===== src/rtl/shift_display_ctrl.sv =====
// Parametrised shift register with tick generation and a dual-bank
// multiplexed seven-segment display driver, single clock domain.
module shift_display_ctrl #(
  parameter int unsigned CLK_HZ     = 100_000_000,
  parameter int unsigned SLOW_HZ    = 1,
  parameter int unsigned FAST_HZ    = 12,
  parameter int unsigned SCAN_HZ    = 1000,
  parameter int unsigned DIGITS     = 8,
  parameter int unsigned SHIFT_STEP = 1,
  parameter logic [4*DIGITS-1:0] INIT = '0
) (
  input  logic                  clk,
  input  logic                  rst,
  input  logic                  en,
  input  logic                  sd,
  input  logic [2:0]            mode,
  input  logic                  sin,
  input  logic [4*DIGITS-1:0]   load_data,
  output logic [4*DIGITS-1:0]   q,
  output logic                  step_pulse,
  output logic [7:0]            a_to_g_left,
  output logic [7:0]            a_to_g_right,
  output logic [3:0]            leftseg,
  output logic [3:0]            rightseg
);

  localparam int unsigned WIDTH    = 4 * DIGITS;
  localparam int unsigned S        = SHIFT_STEP;
  localparam int unsigned DIV_SLOW = CLK_HZ / SLOW_HZ;
  localparam int unsigned DIV_FAST = CLK_HZ / FAST_HZ;
  localparam int unsigned DIV_MAX  = (DIV_SLOW > DIV_FAST) ? DIV_SLOW : DIV_FAST;
  localparam int unsigned CNT_W    = $clog2(DIV_MAX + 1);
  localparam int unsigned SCAN_RAW = CLK_HZ / (SCAN_HZ * 8);
  localparam int unsigned SCAN_P   = (SCAN_RAW < 1) ? 1 : SCAN_RAW;
  localparam int unsigned SCAN_W   = $clog2(SCAN_P + 1);

  logic [WIDTH-1:0]  q_q, q_d;
  logic [CNT_W-1:0]  cnt_q, cnt_d;
  logic              sd_q;
  logic              pulse_q, pulse_d;
  logic [SCAN_W-1:0] scan_cnt_q, scan_cnt_d;
  logic [2:0]        idx_q, idx_d;
  logic [7:0]        seg_l_q, seg_l_d, seg_r_q, seg_r_d;
  logic [3:0]        an_l_q, an_l_d, an_r_q, an_r_d;
  logic [CNT_W-1:0]  div_last_c;
  logic [31:0]       q_pad_c;
  logic [3:0]        nib_c;
  logic [7:0]        seg_c;

  // Active-high gfedcba pattern for one hex nibble.
  function automatic logic [6:0] hex7(input logic [3:0] n);
    case (n)
      4'h0: hex7 = 7'h3F;
      4'h1: hex7 = 7'h06;
      4'h2: hex7 = 7'h5B;
      4'h3: hex7 = 7'h4F;
      4'h4: hex7 = 7'h66;
      4'h5: hex7 = 7'h6D;
      4'h6: hex7 = 7'h7D;
      4'h7: hex7 = 7'h07;
      4'h8: hex7 = 7'h7F;
      4'h9: hex7 = 7'h6F;
      4'hA: hex7 = 7'h77;
      4'hB: hex7 = 7'h7C;
      4'hC: hex7 = 7'h39;
      4'hD: hex7 = 7'h5E;
      4'hE: hex7 = 7'h79;
      4'hF: hex7 = 7'h71;
    endcase
  endfunction

  assign div_last_c = sd_q ? CNT_W'(DIV_FAST - 1) : CNT_W'(DIV_SLOW - 1);

  // Tick counter, shift/load datapath and step pulse.
  always_comb begin
    q_d     = q_q;
    cnt_d   = cnt_q;
    pulse_d = 1'b0;
    if (mode == 3'd5) begin
      q_d   = load_data;
      cnt_d = '0;
    end else if (sd != sd_q) begin
      cnt_d = '0;
    end else if (en) begin
      if (cnt_q == div_last_c) begin
        cnt_d = '0;
        case (mode)
          3'd1: begin q_d = {q_q[WIDTH-1-S:0], {S{sin}}};        pulse_d = 1'b1; end
          3'd2: begin q_d = {{S{sin}}, q_q[WIDTH-1:S]};          pulse_d = 1'b1; end
          3'd3: begin q_d = {q_q[WIDTH-1-S:0], q_q[WIDTH-1:WIDTH-S]}; pulse_d = 1'b1; end
          3'd4: begin q_d = {q_q[S-1:0], q_q[WIDTH-1:S]};        pulse_d = 1'b1; end
          default: ;
        endcase
      end else begin
        cnt_d = cnt_q + CNT_W'(1);
      end
    end
  end

  // Nibble and segment pattern for the slot currently indexed.
  always_comb begin
    q_pad_c = 32'(q_q);
    nib_c   = q_pad_c[{idx_q, 2'b00} +: 4];
    seg_c   = {1'b1, ~hex7(nib_c)};
  end

  // Scan timing: advance slot each digit period and register the bank outputs.
  always_comb begin
    scan_cnt_d = scan_cnt_q + SCAN_W'(1);
    idx_d      = idx_q;
    seg_l_d    = seg_l_q;
    seg_r_d    = seg_r_q;
    an_l_d     = an_l_q;
    an_r_d     = an_r_q;
    if (scan_cnt_q == SCAN_W'(SCAN_P - 1)) begin
      scan_cnt_d = '0;
      idx_d      = idx_q + 3'd1;
      seg_l_d    = 8'hFF;
      seg_r_d    = 8'hFF;
      an_l_d     = 4'hF;
      an_r_d     = 4'hF;
      if ({1'b0, idx_q} < 4'(DIGITS)) begin
        if (!idx_q[2]) begin
          seg_r_d = seg_c;
          an_r_d  = ~(4'b0001 << idx_q[1:0]);
        end else begin
          seg_l_d = seg_c;
          an_l_d  = ~(4'b0001 << idx_q[1:0]);
        end
      end
    end
  end

  // State registers with synchronous reset.
  always_ff @(posedge clk) begin
    if (rst) begin
      q_q        <= INIT;
      cnt_q      <= '0;
      sd_q       <= sd;
      pulse_q    <= 1'b0;
      scan_cnt_q <= '0;
      idx_q      <= '0;
      seg_l_q    <= 8'hFF;
      seg_r_q    <= 8'hFF;
      an_l_q     <= 4'hF;
      an_r_q     <= 4'hF;
    end else begin
      q_q        <= q_d;
      cnt_q      <= cnt_d;
      sd_q       <= sd;
      pulse_q    <= pulse_d;
      scan_cnt_q <= scan_cnt_d;
      idx_q      <= idx_d;
      seg_l_q    <= seg_l_d;
      seg_r_q    <= seg_r_d;
      an_l_q     <= an_l_d;
      an_r_q     <= an_r_d;
    end
  end

  assign q            = q_q;
  assign step_pulse   = pulse_q;
  assign a_to_g_left  = seg_l_q;
  assign a_to_g_right = seg_r_q;
  assign leftseg      = an_l_q;
  assign rightseg     = an_r_q;

endmodule


===== config.mk =====
export PLATFORM = sky130hd
export DESIGN_NAME = shift_display_ctrl
export DESIGN_NICKNAME = d
export VERILOG_FILES = /design/src/rtl/shift_display_ctrl.sv
export SDC_FILE = /design/constraint.sdc
export NUM_CORES = 1
export LEC_CHECK = 0
export ABC_AREA = 0
export BUFFER_PORTS_ARGS = -buffer_cell sky130_fd_sc_hd__buf_4
export CAP_MARGIN = 40
export CORE_ASPECT_RATIO = 0.7
export CORE_MARGIN = 3
export CORE_UTILIZATION = 30
export DETAILED_ROUTE_END_ITERATION = 12
export PLACE_DENSITY = 0.47
export SYNTH_ARGS = -nofsm -noshare
export SYNTH_HDL_FRONTEND = slang
export SYNTH_SLANG_ARGS = --single-unit

===== constraint.sdc =====
create_clock -name clk -period 3.4 [get_ports clk]
set_input_delay 0.68 -clock clk [delete_from_list [all_inputs] [get_ports clk]]
set_output_delay 0.68 -clock clk [all_outputs]
set_load 0.01 [all_outputs]

==> flow_summary.ini, run 1 <==
[logic_synthesis]
synth_edf_count = 0
synth.area.top_cells = dfxtp_1 36%, nor2_1 8.0%, mux2i_1 7.3%
seq_area_frac_synth = 0.3639
synth_cell_types = 56
yosysTopAreaCell = dfxtp_1
synth-seq-cells = 100
syn_inst = 644
synth_warnings = 0
yosysMostFrequentCell = nor2_1
synthFlopType = dfxtp_1
syn_area_per_cell_um2 = 8.543
synth_common_cells = 117 x nor2_1, 100 x dfxtp_1, 75 x nand2_1
async_flop_share = 0
synth_top_area_frac = 0.3639
mappedNetlistArea_um2 = 5502

[grt]
track_usage = 0.1634
grt_pass1_vias = 4709
grt_max_degree = 55
grt_pass1_wl_um = 26390
grt_overflow_total = 0
antenna_found_initial = 0

[timing]
slew_viol_final = 0
fin_crit_sh = 0.8001
fmax_mhz = 367.6
fin_skew_ns = 0.008732
tightest_slew_ns = 0.8377
tns_ns = 0
layout_min_cycle_time_ns = 2.720
maxSlewHeadroom = 0.4415
rsz0062_at_grt = no
setup_viol = 0
hold_violations = 0

[route]
vias = 4903
routed_wl_um = 16360
drt-wirelength-per-cell_um = 17.12
drcViolationCount = 0
antenna_left = 0
drt_iter0_markers = 362
avgViaCountPerCell = 5.129
first_pass_iters = 5

[pwr]
p_int_mw = 1.937
power_frac_seq = 0.471
p_leak_nw = 2.612
p_sw_uw = 605.5
p_clk_frac = 0.445
p_comb_frac = 0.085
irDropWorstVdd_uv = 193.6
switching_share = 0.2381
pwr_density_cell_nw_per_um2 = 377.3

[floorplan]
start_util = 0.3132
rows = 40
coreArea_um2 = 17570
pin_count = 97
die_h_um = 119.3
die-area_um2 = 20030
die_w_um = 167.9

[setup_path]
path_max_fanout = 6
required_ns = 3.61
ff2ff_path_depth = 6
crit_type = register to register
cp-start-kind = register
cp-end-kind = register
crit_arrival_ns = 2.93
ff2ff_setup_slack_ns = 0.68

[cells_and_area]
syn2layout_area_growth_pct = 22.49
post-route-util = 0.3836
fin_nets = 774
drive_above_1_share = 0.2000
n_antenna_cell = 0

[cts]
cts_setup_buffers = 0
cts-buffers-inserted = 9
hold_buffers = 0
htreeDepth = 3
clock_latency_ns = 0.36
cts_resized = 0
cts.sinks = 100
clockBufferDepth = 2
clkSlewWorstSetupHoldPaths_ns = 0.07
cts_tree = built
clockRootBuffer = clkbuf_16

[placed_design]
place_congestion = 0.8176
dp_hpwl_um = 11980
port_buffers = 94

[flow_run]
max_cap_viol_count = 0

[worst_hold_path]
min_delay_path_depth = 1
holdCritPathClass = primary input to register

[status]
run_status = finished clean
routing by layer:
layer | track usage | wire, µm | vias to the layer above
met5 | 0 | 0 | -
met4 | 0.03628 | 203 | 0
met3 | 0.05109 | 1104 | 13
met2 | 0.2339 | 6813 | 137
met1 | 0.2391 | 8242 | 2340
li1 | - | - | 2413
path summary, 6_finish.rpt:
| kind | to | start |
|---|---|---|
| min | sd_q | sd |
| max reg2reg | a_to_g_left[0] | idx_q[1] |
| max | a_to_g_left[0] | idx_q[1] |
| min reg2reg | scan_cnt_q[0] | scan_cnt_q[0] |
kinds of logic (layout without fill, tap and decap cells):
family          after synthesis  after routing  synth area share
simple gates                276            276            0.2368
flops                       100            100            0.3639
fa+ha+maj                    14             14           0.03184
mux                          51             51            0.1123
buf+inv                      57            137           0.05344
xor+xnor                     42             42           0.06686
other cells                   1              2         0.0006816
compound gates              103            103            0.1342
layout make-up:
class | count | area (µm²)
timing repair buffer | 109 | 855.8
clock inverter | 6 | 87.58
sequential | 100 | 2002
tap | 231 | 289.0
clock buffer | 10 | 239.0
fill | 1792 | 10830
multi-input combinational | 488 | 3221
inverter | 12 | 45.04
cells in the final DEF (no fill, tap or decap), drive strengths merged, types with 9 or more instances in the layout:
| cell type | n |
|---|---|
| nor2 | 117 |
| buf | 109 |
| dfxtp | 100 |
| nand2 | 75 |
| mux2i | 40 |
| o21ai | 32 |
| a311o | 30 |
| xnor2 | 25 |
| xor2 | 17 |
| nand2b | 17 |
| a21oi | 16 |
| ha | 14 |
| inv | 12 |
| nand4 | 10 |
| clkbuf | 10 |
| nand3 | 9 |
| and3 | 9 |
registers in the layout, indices dropped and copies added (netlist names), 3 cells and up:
register,cells
a_to_g_right,7
leftseg,4
a_to_g_left,7
idx_q,3
q,32
rightseg,4
scan_cnt_q,14
cnt_q,27
worst max-delay path, stage by stage (launching register included):
cell and delay, ns:
dfxtp_1 0.48, mux4_2 0.55, mux2i_1 0.43, inv_1 0.18
ha_1 0.29, o311ai_0 0.52, a21oi_1 0.13
power groups by stage:
stage	Clock, mW	Combinational, mW	Sequential (mW)
floorplan	0	0.129	1.22
global placement	0	0.212	1.22
detailed placement	0	0.217	1.22
CTS	1.16	0.218	1.20
global route	1.22	0.236	1.20
finish	1.13	0.215	1.20
stage by stage:
stage | worst slack [ns] | cells | total power, mW | hold WS (ns) | cell area [µm²]
2_1_floorplan | 0.9695 | 645 | 1.348 | 0.4175 | 5505
3_3_place_gp | 0.7834 | 939 | 1.435 | 0.4284 | 6392
3_5_place_dp | 0.6618 | 940 | 1.440 | 0.4351 | 6412
4_1_cts | 0.6344 | 956 | 2.576 | 0.4264 | 6739
5_1_grt | 0.3895 | 956 | 2.654 | 0.4276 | 6739
6_report | 0.6798 | 956 | 2.543 | 0.4412 | 6739
Power figures use the tool's default switching activity.
==> run 2, diff against run 1 <==
--- a/config.mk
+++ b/config.mk
@@ -5,7 +5,7 @@
 export SDC_FILE = /design/constraint.sdc
 export NUM_CORES = 1
 export LEC_CHECK = 0
-export ABC_AREA = 0
+export ABC_AREA = 1
 export BUFFER_PORTS_ARGS = -buffer_cell sky130_fd_sc_hd__buf_4
 export CAP_MARGIN = 40
 export CORE_ASPECT_RATIO = 0.7
==> constraint.sdc (replaced) <==
create_clock -name clk -period 2.6 [get_ports clk]
set_input_delay 0.52 -clock clk [delete_from_list [all_inputs] [get_ports clk]]
set_output_delay 0.52 -clock clk [all_outputs]
set_load 0.01 [all_outputs]
==> run 2 against run 1 <==
  * Critical path depth increased by 6
  * Clock skew up 0.0016 ns
  * Global-route usage rose by 1.2 points
  * Final cell count up 32%
  * Total power up 38%
  * Register-to-register slack got worse by 0.26 ns
  * Utilization down 1.2 points
  * Wire length is 14% higher
  * Worst setup slack got worse by 0.26 ns
  * Sequential share of layout area shrank 1.5 points
  * Count of clock-buffer cells in the layout decreased by 1
  * Flip-flop and latch count unchanged
==> flow_summary.ini, run 2 <==
[logic_synthesis]
yosysTopAreaCell = dfxtp_1
synth.area.top_cells = dfxtp_1 34%, nand2_1 14%, nor2_1 10%
syn_area_per_cell_um2 = 6.453
syn_inst = 914
async_flop_share = 0
synth_top_area_frac = 0.3394
synth_warnings = 0
synth_common_cells = 217 x nand2_1, 158 x nor2_1, 100 x dfxtp_1
synth_cell_types = 37
seq_area_frac_synth = 0.3394
synth_edf_count = 0
mappedNetlistArea_um2 = 5898
synth-seq-cells = 100
yosysMostFrequentCell = nand2_1
synthFlopType = dfxtp_1

[cells_and_area]
drive_above_1_share = 0.1693
post-route-util = 0.3718
largest_reg_flops = 32
syn2layout_area_growth_pct = 20.24
final_cell_mix = 216 x nand2_1, 158 x nor2_1, 103 x buf_4
fin_nets = 1048
n_antenna_cell = 0
final_common_cell = nand2_1

[route]
vias = 5783
drt-wirelength-per-cell_um = 14.84
drt_iter0_markers = 476
first_pass_iters = 5
avgViaCountPerCell = 4.582
antenna_left = 0
routed_wl_um = 18730
drcViolationCount = 0

[pwr]
p_int_mw = 2.564
power_frac_seq = 0.459
p_leak_nw = 2.972
switching_share = 0.2676
p_comb_frac = 0.115
p_sw_uw = 937.1
pwr_density_cell_nw_per_um2 = 493.7
p_clk_frac = 0.426
irDropWorstVdd_uv = 322.5

[timing]
fin_skew_ns = 0.01036
hold_violations = 0
slew_viol_final = 0
fmax_mhz = 459.7
rsz0062_at_grt = no
tightest_slew_ns = 0.5852
whs_ns = 0.2782
worst_slack_ns = 0.4246
setup_viol = 0
tns_ns = 0
layout_min_cycle_time_ns = 2.175
maxSlewHeadroom = 0.6063
fin_crit_sh = 0.8367

[floorplan]
die-area_um2 = 21410
pin_count = 97
die_h_um = 123.3
die_w_um = 173.6
rows = 42
coreArea_um2 = 19080
start_util = 0.3092

[cts]
cts_setup_buffers = 0
cts.sinks = 100
clock_latency_ns = 0.36
hold_buffers = 0
clockBufferDepth = 2
clkSlewWorstSetupHoldPaths_ns = 0.08
htreeDepth = 3
cts_resized = 0
cts_tree = built
cts-buffers-inserted = 9
clockRootBuffer = clkbuf_16

[grt]
grt_max_degree = 47
grt_pass1_vias = 5170
track_usage = 0.1754
grt_overflow_total = 0
grt_pass1_wl_um = 29440
antenna_found_initial = 0

[setup_path]
required_ns = 2.86
path_max_fanout = 11
cp-end-kind = register
cp-start-kind = register
crit_arrival_ns = 2.44
crit_type = register to register

[status]
run_status = finished clean

[placed_design]
place_congestion = 0.9044
pre_cts_ws_ns = 0.4555
port_buffers = 94
dp_hpwl_um = 14110

[flow_run]
max_cap_viol_count = 0

[worst_hold_path]
holdCritPathClass = primary input to register
==> run 2: changes by cell type after synthesis, moves of 12 or more <==
cell / change
xnor2_1: -22
o21ai_1: +12
nand2_1: +142
clkbuf_1: -22
o21ai_0: +28
nor2_1: +41
a311o_1: -30
nand3_1: +66
nand2b_1: -17
mux2i_1: -40
inv_1: +75
a21oi_1: +32
==> run 2: cells by family (layout without fill, tap and decap cells) <==
group           count (synthesis)  count (layout)  synth area share
compound gates                130             130            0.1146
xor+xnor                       19              19           0.02821
fa+ha+maj                      14              14           0.02970
buf+inv                       135             218            0.1084
flops                         100             100            0.3394
other cells                     1               2         0.0006358
simple gates                  515             515            0.3791
==> run 2: layer usage <==
| layer | GRT usage | part of all wire | vias up |
|---|---|---|---|
| met3 | 0.03407 | 0.066 | 9 |
| li1 | - | - | 3065 |
| met1 | 0.2974 | 0.58 | 2535 |
| met2 | 0.2174 | 0.35 | 174 |
| met5 | 0 | 0 | - |
| met4 | 0.03313 | 0.0076 | 0 |
==> run 2: worst paths after layout <==
kind                                    start        endpoint  slack, ns  cells after the start
worst max-delay path                 idx_q[1]  a_to_g_left[3]       0.42                     12
worst min-delay path                       sd            sd_q       0.28                      1
worst max register to register       idx_q[1]  a_to_g_left[3]       0.42                     12
worst min register to register  scan_cnt_q[0]   scan_cnt_q[0]       0.47                      1
==> run 2: critical path, stage by stage, from the launching register on <==
cell	delay, ns
dfxtp_1	0.58
inv_2	0.19
nand3_1	0.12
nand2_1	0.07
o21ai_2	0.29
inv_1	0.14
ha_1	0.22
nand3_1	0.13
nand2_1	0.07
nand2_1	0.08
nand3_1	0.07
nand2_1	0.08
inv_1	0.03
==> run 2: final cells by class <==
| type | count | area, µm² |
|---|---|---|
| clock buffer | 9 | 225.2 |
| clock inverter | 6 | 87.58 |
| fill | 2085 | 11980 |
| inverter | 98 | 370.4 |
| multi-input combinational | 680 | 3263 |
| sequential | 100 | 2002 |
| tap | 264 | 330.3 |
| timing repair buffer | 105 | 813.3 |
==> run 2: power groups by stage <==
stage	combinational, mW	clock [mW]	sequential, mW
final	0.402	1.49	1.61
after global routing	0.455	1.58	1.61
after CTS	0.405	1.53	1.61
after detailed placement	0.403	0	1.64
after global placement	0.404	0	1.64
after floorplan	0.248	0	1.64
==> run 2: through the flow <==
step | power [mW] | instance area, µm² | cells
floorplan | 1.883 | 5902 | 915
global placement | 2.047 | 6779 | 1247
detailed placement | 2.044 | 6779 | 1247
CTS | 3.541 | 7092 | 1262
global route | 3.650 | 7092 | 1262
finish | 3.501 | 7092 | 1262
